`src/rtl/mem_io_responder_if.sv`:
```
// Processor-side memory bus: word address, write data and strobe out, registered read data back.
interface mem_io_responder_if;
  logic [15:0] ADDR;
  logic [15:0] DOUT;
  logic        W;
  logic [15:0] DIN;

  modport master (
    output ADDR,
    output DOUT,
    output W,
    input  DIN
  );

  modport slave (
    input  ADDR,
    input  DOUT,
    input  W,
    output DIN
  );
endinterface

```
`src/rtl/mem_io_responder.sv`:
```
// Memory-bus responder: on-chip RAM, LED register, synchronized switches and an interval timer,
// all returned through a single registered read port with one cycle of latency.
module mem_io_responder #(
  parameter int unsigned AW       = 8,
  parameter int unsigned PRESCALE = 50000
) (
  input  logic               Clock,
  input  logic               Resetn,
  mem_io_responder_if.slave  bus,
  input  logic [9:0]         SW,
  output logic [9:0]         LEDR,
  output logic               TIRQ
);

  localparam int unsigned    PW       = (PRESCALE > 1) ? $clog2(PRESCALE) : 1;
  localparam logic [PW-1:0]  PresLast = PW'(PRESCALE - 1);

  typedef enum logic [0:0] {StIdle, StRun} state_e;

  state_e state_q, state_d;

  logic [15:0]   mem [2**AW];
  logic [AW-1:0] ram_idx;
  logic [3:0]    region;
  logic [1:0]    tmr_reg;
  logic          sel_ram, sel_led, sel_tmr;
  logic          wr_ram, wr_led, wr_load, wr_ctrl, wr_stat;

  logic [15:0]   rd_data, din_q;
  logic [9:0]    led_q;
  logic [9:0]    sw_meta_q, sw_sync_q;

  logic [15:0]   reload_q, reload_d;
  logic [15:0]   count_q, count_d;
  logic [PW-1:0] presc_q, presc_d;
  logic          run_q, run_d;
  logic          auto_q, auto_d;
  logic          done_q, done_d;
  logic          tick, expire;

  logic          unused_addr;

  // ---------------------------------------------------------------------------
  // Address decode
  // ---------------------------------------------------------------------------
  assign region      = bus.ADDR[15:12];
  assign ram_idx     = bus.ADDR[AW-1:0];
  assign tmr_reg     = bus.ADDR[1:0];
  assign unused_addr = ^bus.ADDR[11:AW];

  assign sel_ram = (region == 4'h0);
  assign sel_led = (region == 4'h1);
  assign sel_tmr = (region == 4'h2);

  assign wr_ram  = bus.W & sel_ram;
  assign wr_led  = bus.W & sel_led;
  assign wr_load = bus.W & sel_tmr & (tmr_reg == 2'd0);
  assign wr_ctrl = bus.W & sel_tmr & (tmr_reg == 2'd1);
  assign wr_stat = bus.W & sel_tmr & (tmr_reg == 2'd2);

  // ---------------------------------------------------------------------------
  // RAM: no reset, read-first because the read path samples the old word
  // ---------------------------------------------------------------------------
  always_ff @(posedge Clock) begin
    if (wr_ram) begin
      mem[ram_idx] <= bus.DOUT;
    end
  end

  // ---------------------------------------------------------------------------
  // Read mux and registered read data
  // ---------------------------------------------------------------------------
  always_comb begin
    rd_data = '0;
    case (region)
      4'h0: rd_data = mem[ram_idx];
      4'h1: rd_data = {6'b0, led_q};
      4'h2: begin
        case (tmr_reg)
          2'd0:    rd_data = reload_q;
          2'd1:    rd_data = {14'b0, auto_q, run_q};
          2'd2:    rd_data = {15'b0, done_q};
          default: rd_data = count_q;
        endcase
      end
      4'h3:    rd_data = {6'b0, sw_sync_q};
      default: rd_data = '0;
    endcase
  end

  always_ff @(posedge Clock or negedge Resetn) begin
    if (!Resetn) begin
      din_q     <= '0;
      led_q     <= '0;
      sw_meta_q <= '0;
      sw_sync_q <= '0;
    end else begin
      din_q     <= rd_data;
      sw_meta_q <= SW;
      sw_sync_q <= sw_meta_q;
      if (wr_led) begin
        led_q <= bus.DOUT[9:0];
      end
    end
  end

  assign bus.DIN = din_q;
  assign LEDR    = led_q;

  // ---------------------------------------------------------------------------
  // Interval timer datapath
  // ---------------------------------------------------------------------------
  always_comb begin
    tick     = (state_q == StRun) && (presc_q == PresLast);
    expire   = tick && (count_q == '0);
    presc_d  = presc_q;
    count_d  = count_q;
    reload_d = reload_q;
    run_d    = run_q;
    auto_d   = auto_q;
    done_d   = done_q;

    if (state_q == StRun) begin
      presc_d = tick ? '0 : presc_q + 1'b1;
    end

    if (tick) begin
      if (count_q != '0) begin
        count_d = count_q - 16'd1;
      end else if (auto_q) begin
        count_d = reload_q;
      end else begin
        run_d = 1'b0;
      end
    end

    // Bus writes override the tick so a LOAD restarts cleanly and a CTRL write decides RUN.
    if (wr_load) begin
      reload_d = bus.DOUT;
      count_d  = bus.DOUT;
      presc_d  = '0;
    end
    if (wr_ctrl) begin
      run_d  = bus.DOUT[0];
      auto_d = bus.DOUT[1];
    end

    if (wr_stat && bus.DOUT[0]) begin
      done_d = 1'b0;
    end
    if (expire) begin
      done_d = 1'b1;
    end
  end

  // ---------------------------------------------------------------------------
  // Timer FSM: follows the RUN bit as it will be after this edge
  // ---------------------------------------------------------------------------
  always_comb begin
    state_d = state_q;
    unique case (state_q)
      StIdle: begin
        if (run_d) begin
          state_d = StRun;
        end
      end
      StRun: begin
        if (!run_d) begin
          state_d = StIdle;
        end
      end
      default: state_d = StIdle;
    endcase
  end

  always_ff @(posedge Clock or negedge Resetn) begin
    if (!Resetn) begin
      state_q  <= StIdle;
      reload_q <= '0;
      count_q  <= '0;
      presc_q  <= '0;
      run_q    <= 1'b0;
      auto_q   <= 1'b0;
      done_q   <= 1'b0;
    end else begin
      state_q  <= state_d;
      reload_q <= reload_d;
      count_q  <= count_d;
      presc_q  <= presc_d;
      run_q    <= run_d;
      auto_q   <= auto_d;
      done_q   <= done_d;
    end
  end

  assign TIRQ = done_q;

endmodule
```
`src/flat_wrapper.sv`:
```
// flat-port wrapper written by rule: the top's interface ports become plain ports
module mem_io_responder_flat 
#(
  parameter int unsigned AW       = 8,
  parameter int unsigned PRESCALE = 50000
)
  (Clock, Resetn, SW, LEDR, TIRQ, bus_ADDR, bus_DOUT, bus_W, bus_DIN);
  mem_io_responder_if bus_i ();
  input  logic Clock;
  input  logic Resetn;
  input  logic [9:0] SW;
  output logic [9:0] LEDR;
  output logic TIRQ;
  input wire logic [$bits(bus_i.ADDR)-1:0] bus_ADDR;
  input wire logic [$bits(bus_i.DOUT)-1:0] bus_DOUT;
  input wire logic [$bits(bus_i.W)-1:0] bus_W;
  output wire logic [$bits(bus_i.DIN)-1:0] bus_DIN;
  assign bus_i.ADDR = bus_ADDR;
  assign bus_i.DOUT = bus_DOUT;
  assign bus_i.W = bus_W;
  assign bus_DIN = bus_i.DIN;
  mem_io_responder #(.AW(AW), .PRESCALE(PRESCALE)) u_core (.Clock(Clock), .Resetn(Resetn), .bus(bus_i), .SW(SW), .LEDR(LEDR), .TIRQ(TIRQ));
endmodule
```
`config.mk`:
```
export PLATFORM = sky130hd
export DESIGN_NAME = mem_io_responder_flat
export DESIGN_NICKNAME = d
export VERILOG_FILES = /design/src/rtl/mem_io_responder_if.sv /design/src/rtl/mem_io_responder.sv /design/src/flat_wrapper.sv
export SDC_FILE = /design/constraint.sdc
export NUM_CORES = 2
export LEC_CHECK = 0
export BUFFER_PORTS_ARGS = -buffer_cell sky130_fd_sc_hd__buf_2
export CORE_ASPECT_RATIO = 2
export CORE_MARGIN = 1.5
export CORE_UTILIZATION = 50
export DETAILED_ROUTE_END_ITERATION = 8
export PLACE_DENSITY_LB_ADDON = 0.12
export SYNTH_ARGS = -nofsm -noshare
export SYNTH_HDL_FRONTEND = slang
export SYNTH_SLANG_ARGS = --single-unit
```
`constraint.sdc`:
```
create_clock -name Clock -period 2.8 [get_ports Clock]
set_clock_uncertainty 0.15 [all_clocks]
set_input_delay 0.14 -clock Clock [delete_from_list [all_inputs] [get_ports Clock]]
set_output_delay 0.14 -clock Clock [all_outputs]
set_load 0.01 [all_outputs]
```
# Word level (Yosys, flattened, before mapping)
# Memory sizes are Yosys's and may differ from the RTL's.
# Index checks and enable logic that the tools add are counted.
# totals
reg_bits	98
mem_bits_rw	4096
input_bits	45
elab_cells	56
mem_count	1
# mem_list
name	words	word_bits	rd	rd_clocked_by_memory_dff	wr	line	text
u_core.mem	256	16	1	0	1	mem_io_responder.sv:22	logic [15:0] mem [2**AW];
# classes
n_addsub	2
n_eq_ne	6
mux	18
bitwise	6
reduce_logical	12
# ops
cell	n
16-bit two-way mux	7
16-bit one-hot mux with 4 select lines	1
16-bit one-hot mux with 3 select lines	1
16-bit by 1-bit adder with 16-bit output (second input constant)	1
16-bit == test (second input constant)	1
16-bit logical NOT	1
16-bit nonzero test	1
16-bit by 1-bit subtractor with 16-bit output (second input constant)	1
1-bit two-way mux	9
4-bit by 2-bit == test with 1-bit output (second input constant)	2
1-bit bitwise AND	6
2-bit nonzero test	3
4-bit by 1-bit == test with 1-bit output (second input constant)	1
4-bit logical NOT	1
1-bit logical AND	3
3-bit nonzero test	1
2-bit by 1-bit == test with 1-bit output (second input constant)	1
2-bit == test (second input constant)	1
2-bit logical NOT	1
2-bit AND reduction	1

# Longest topological paths before layout
# depth
word_depth	6
depth_mapped	12
ltp_nobuf	8

# Least setup slack after synthesis
# OpenSTA, ideal clock, no wires.
# synth_timing
path_type	input -> register
from	in bus_ADDR[1]
to	mem u_core.mem[113][0], enable pin
setup_time_ns	0.388
t_arrival_ns	2.600
t_required_ns	2.262
path_slack_ns	-0.338
stages	11
cell_sequence	buf_4 -> buf_6 -> buf_4 -> buf_4 -> buf_2 -> buf_4 -> nand3b_1 -> nor2_1 -> nand2_1 -> buf_2 -> nor2_1
# synth_rtl
item	line	text
start, declared	flat_wrapper.sv:14	input wire logic [$bits(bus_i.ADDR)-1:0] bus_ADDR;
end, declared	mem_io_responder.sv:22	
# Straight into the memory's write port.

# Worst setup path in the final report
# layout_timing
from	in bus_ADDR[2]
to	reg u_core.din_q[15], in the netlist u_core.bus.DIN[15]
# layout_between
elab_chain_cells	2
# layout_lines
item	line	text
memory read 256 x 16 bit	--	
16-bit one-hot mux with 4 select lines	mem_io_responder.sv:75	case (region)
via u_core.rd_data[15]	mem_io_responder.sv:29	logic [15:0] rd_data, din_q;
end signal, assigned	mem_io_responder.sv:98	din_q <= rd_data;
end, declared	mem_io_responder.sv:29	
# The timed path passes the listed nets, and every way through them passes these cells.
# A chain may end at the register's enable or synchronous reset.

==> flow_metrics.py <==
metrics = {
    "timing": {
        "hold_viol": 0,
        "finalWorstSetupSlack_ns": -0.0918,
        "finalCriticalPeriod_ns": 2.89,
        "tightest_slew_ns": 1.13,
        "fmax_ghz": 0.346,
        "slew-limit-headroom": 0.240,
        "slew_violations": 0,
        "fin_crit_sh": 1.03,
        "fin_setup_tns_ns": -0.258,
        "grt_setup_unrepaired": "true",
        "setup_viol": 6,
    },
    "route": {
        "drtPass1Iterations": 5,
        "vias": 85299,
        "routedWlPerCell_um": 35.1,
        "drt_iter0_drc": 8659,
        "ant_nets": 0,
        "wl_mm": 485,
        "drc": 0,
        "via_per_inst": 6.18,
    },
    "layout": {
        "nets": 9241,
        "finalInstanceArea_um2": 194000,
        "fin_cells": 13800,
        "layout-drive-gt1-share": 0.313,
        "syn_to_final_growth_pct": 19.9,
        "final_util": 0.602,
    },
    "logic_synthesis": {
        "synth_mux_area_frac": 0.144,
        "synth_edf_count": 4096,
        "yosys.area.top_type": "edfxtp_1",
        "ys_ff_latch": 4193,
        "ys.flop_type": "edfxtp_1",
        "synth_compound_gate_area_share": 0.0393,
        "syn_avg_cell_area_um2": 20.6,
        "synthArstFlopShare": 0.0231,
        "synth_fa_ha_area_frac": 0.000232,
        "synth_top_family_by_area": "multiplexers",
        "yosysUniqueCellTypes": 67,
        "syn_inst": 7864,
        "synth_fp_nets": 7912,
        "synth_warnings": 0,
        "synth.top_cell.area_share": 0.759,
        "synth_xor_area_frac": 0.00103,
        "yosysMostFrequentCell": "edfxtp_1",
        "seq_area_frac_synth": 0.774,
        "yosys-top-cells-area": "edfxtp_1 76%, mux4_2 10%, mux2i_1 3.7%",
        "yosys-top-cells-count": "4096 x edfxtp_1, 723 x mux4_2, 600 x mux2i_1, 317 x nor2_1, 230 x a22oi_1",
        "yosys.area_share.simple": 0.0251,
        "syn_area_um2": 162000,
    },
    "power_and_ir_drop": {
        "vdd_ir_drop_max_mv": 0.442,
        "cellPowerDensity_nw_per_um2": 662,
        "p_leak_uw": 0.0642,
    },
    "critical_path": {
        "critPathCaptureType": "register",
        "crit_path_start_kind": "input port",
        "crit_fanout": 11,
        "worst_ep_arrival_time_ns": 3.48,
        "worstSetupPathType": "input port to register",
        "cp.required_ns": 3.39,
    },
    "placement": {
        "place_hpwl_mm": 332,
        "place_ws_ns": -1.30,
        "io_buffers": 67,
        "routabilityCongestion": 0.954,
        "dp_cells": 13095,
        "place_area_um2": 181000,
    },
    "global_route": {
        "grt_use_total": 0.296,
        "grt_pass1_vias": 88781,
        "antenna_found_initial": 16,
        "top_usage_layer": "met2",
        "grtUsageMet3": 0.0349,
        "grt_pass1_wl_mm": 676,
        "grt_max_degree": 113,
        "overflow": 0,
        "grt_util_met2": 0.525,
        "grtUsageMet1": 0.339,
    },
    "cts": {
        "cts_tree": "built",
        "clkLatencyLatePin_ns": 0.93,
        "cts.sink_count": 4193,
        "clk_pin_slew_ns": 0.06,
        "cts_made_buffers": 354,
        "htree_levels": 5,
        "cts_root_buffer": "clkbuf_16",
        "cts_max_path_buffers": 4,
    },
    "min_path": {
        "hold_class": "input port to register",
    },
    "floorplanning": {
        "rows": 295,
        "die_h_um": 808,
        "ioPinCount": 72,
        "start_util": 0.502,
        "core_area_um2": 323000,
        "die_area_um2": 328000,
        "die_x_um": 405,
    },
    "status": {
        "violations": "negative setup slack",
        "status": "finished, violations left",
    },
    "run": {
        "maxCapViolations": 0,
    },
}
worst max-delay path, stage by stage:
cell and delay [ns]:
buf_2 0.28, buf_12 0.20, buf_4 0.18, nand2b_2 0.42, buf_4 0.29, buf_4 0.19, a221oi_1 0.09, o21ai_0 0.90
a31oi_1 0.16, buf_4 0.22, nor4_2 0.19, o221ai_1 0.20
final cells by class:
class                      instances  area, µm²
antenna                           16       40.0
clock buffer                     430       9420
clock inverter                   211       2460
fill                           23222     128000
inverter                          23       86.3
multi-input combinational       3171      35200
sequential                      4193     125000
tap                             4306       5390
timing repair buffer            1450      16200
state kept, by name, summed over array words and instances (netlist names):
signal and flops:
u_core.LEDR 10, u_core.TIRQ 1, u_core.auto_q 1, u_core.bus.DIN 16, u_core.count_q 16, u_core.mem 4096
u_core.presc_q 16, u_core.reload_q 16, u_core.run_q 1, u_core.sw_meta_q 10, u_core.sw_sync_q 10
metrics by stage:
step / power, µW / hold WS, ns
2_1_floorplan: 73800 / -0.306
3_3_place_gp: 78200 / 0.0710
3_5_place_dp: 78400 / 0.0804
4_1_cts: 129000 / 0.0144
5_1_grt: 132000 / 0.0427
6_report: 129000 / 0.0534
cell usage in the layout, fill, tap and decap left out, types with 16 or more instances in the layout:
cell type      netlist  layout
buf_2              150      47
nand2_2              0      20
a21oi_1             86      85
o221ai_1            20      20
nand3_1            151     149
diode_2              0      16
clkinv_1             0      68
clkinv_2             0      57
mux2_2              90      90
a221o_1             20      17
buf_4               79     921
o21ai_0             48      46
nand2_1            154     134
a22o_1              69      66
dfrtp_1             97      97
mux4_2             723     723
bufinv_16            0      54
nor2_1             317     185
clkbuf_16            0     367
nand4_1             49      49
o22ai_1            122     119
dlygate4sd3_1        0      47
a22oi_1            230     230
mux2i_1            600     593
a221oi_1            65      61
clkbuf_1           187      63
nor2_4               0      65
nand2b_1            18      17
edfxtp_1          4096    4096
a32oi_1             28      28
nor2_2               1      68
a31oi_1             62      61
o211ai_1            44      44
inv_1               23      23
nor4_1              37      25
and3_1              22      21
buf_8                0      18
buf_12               0     416
final timing paths:
path / start / to / slack [ns] / cells past startpoint
setup / recovery: bus_ADDR[2] / u_core.bus.DIN[15] / -0.09 / 12
hold / removal: bus_DOUT[1] / u_core.mem[135][1] / 0.05 / 2
setup reg to reg: u_core.mem[17][4] / u_core.bus.DIN[4] / -0.09 / 7
hold reg to reg: u_core.sw_meta_q[4] / u_core.sw_sync_q[4] / 0.20 / 0
max in group asynchronous: Resetn / u_core.bus.DIN[4] / 1.91 / 4
min in group asynchronous: Resetn / u_core.sw_meta_q[4] / 0.23 / 4
kinds of logic (layout without fill, tap and decap cells):
| family | after synthesis | count (layout) |
|---|---|---|
| AOI/OAI and AO/OA | 882 | 882 |
| xor gates and xnor gates | 19 | 19 |
| adders and majority gates | 3 | 3 |
| buffers and inverters | 500 | 2114 |
| DFF | 4193 | 4193 |
| muxes | 1413 | 1413 |
| other | 0 | 16 |
| and+or+nand+nor | 854 | 854 |
power breakdown:
part           internal [µW]  switching [µW]  leakage, µW  total (µW)
sequential             69000             212       0.0380       69200
clock                  29000           22500      0.00578       51500
combinational           3090            4900       0.0204        7980
layer usage:
layer  up-vias  wire (µm)
met5         -         13
met4         2      36800
met3       860      25300
met2      3176     256000
met1     45729     167000
li1      35532          -
repair_timing:
item / 4_1_cts / 5_1_grt
hold endpoints to repair: 3978 / 0
pin swaps: 11 / 13
buffers inserted: 2 / 0
gates resized for setup: 57 / 17
setup endpoints to repair: 18 / 18
hold buffers: 48 / 0
No activity file was read; power rests on OpenSTA's default activity.
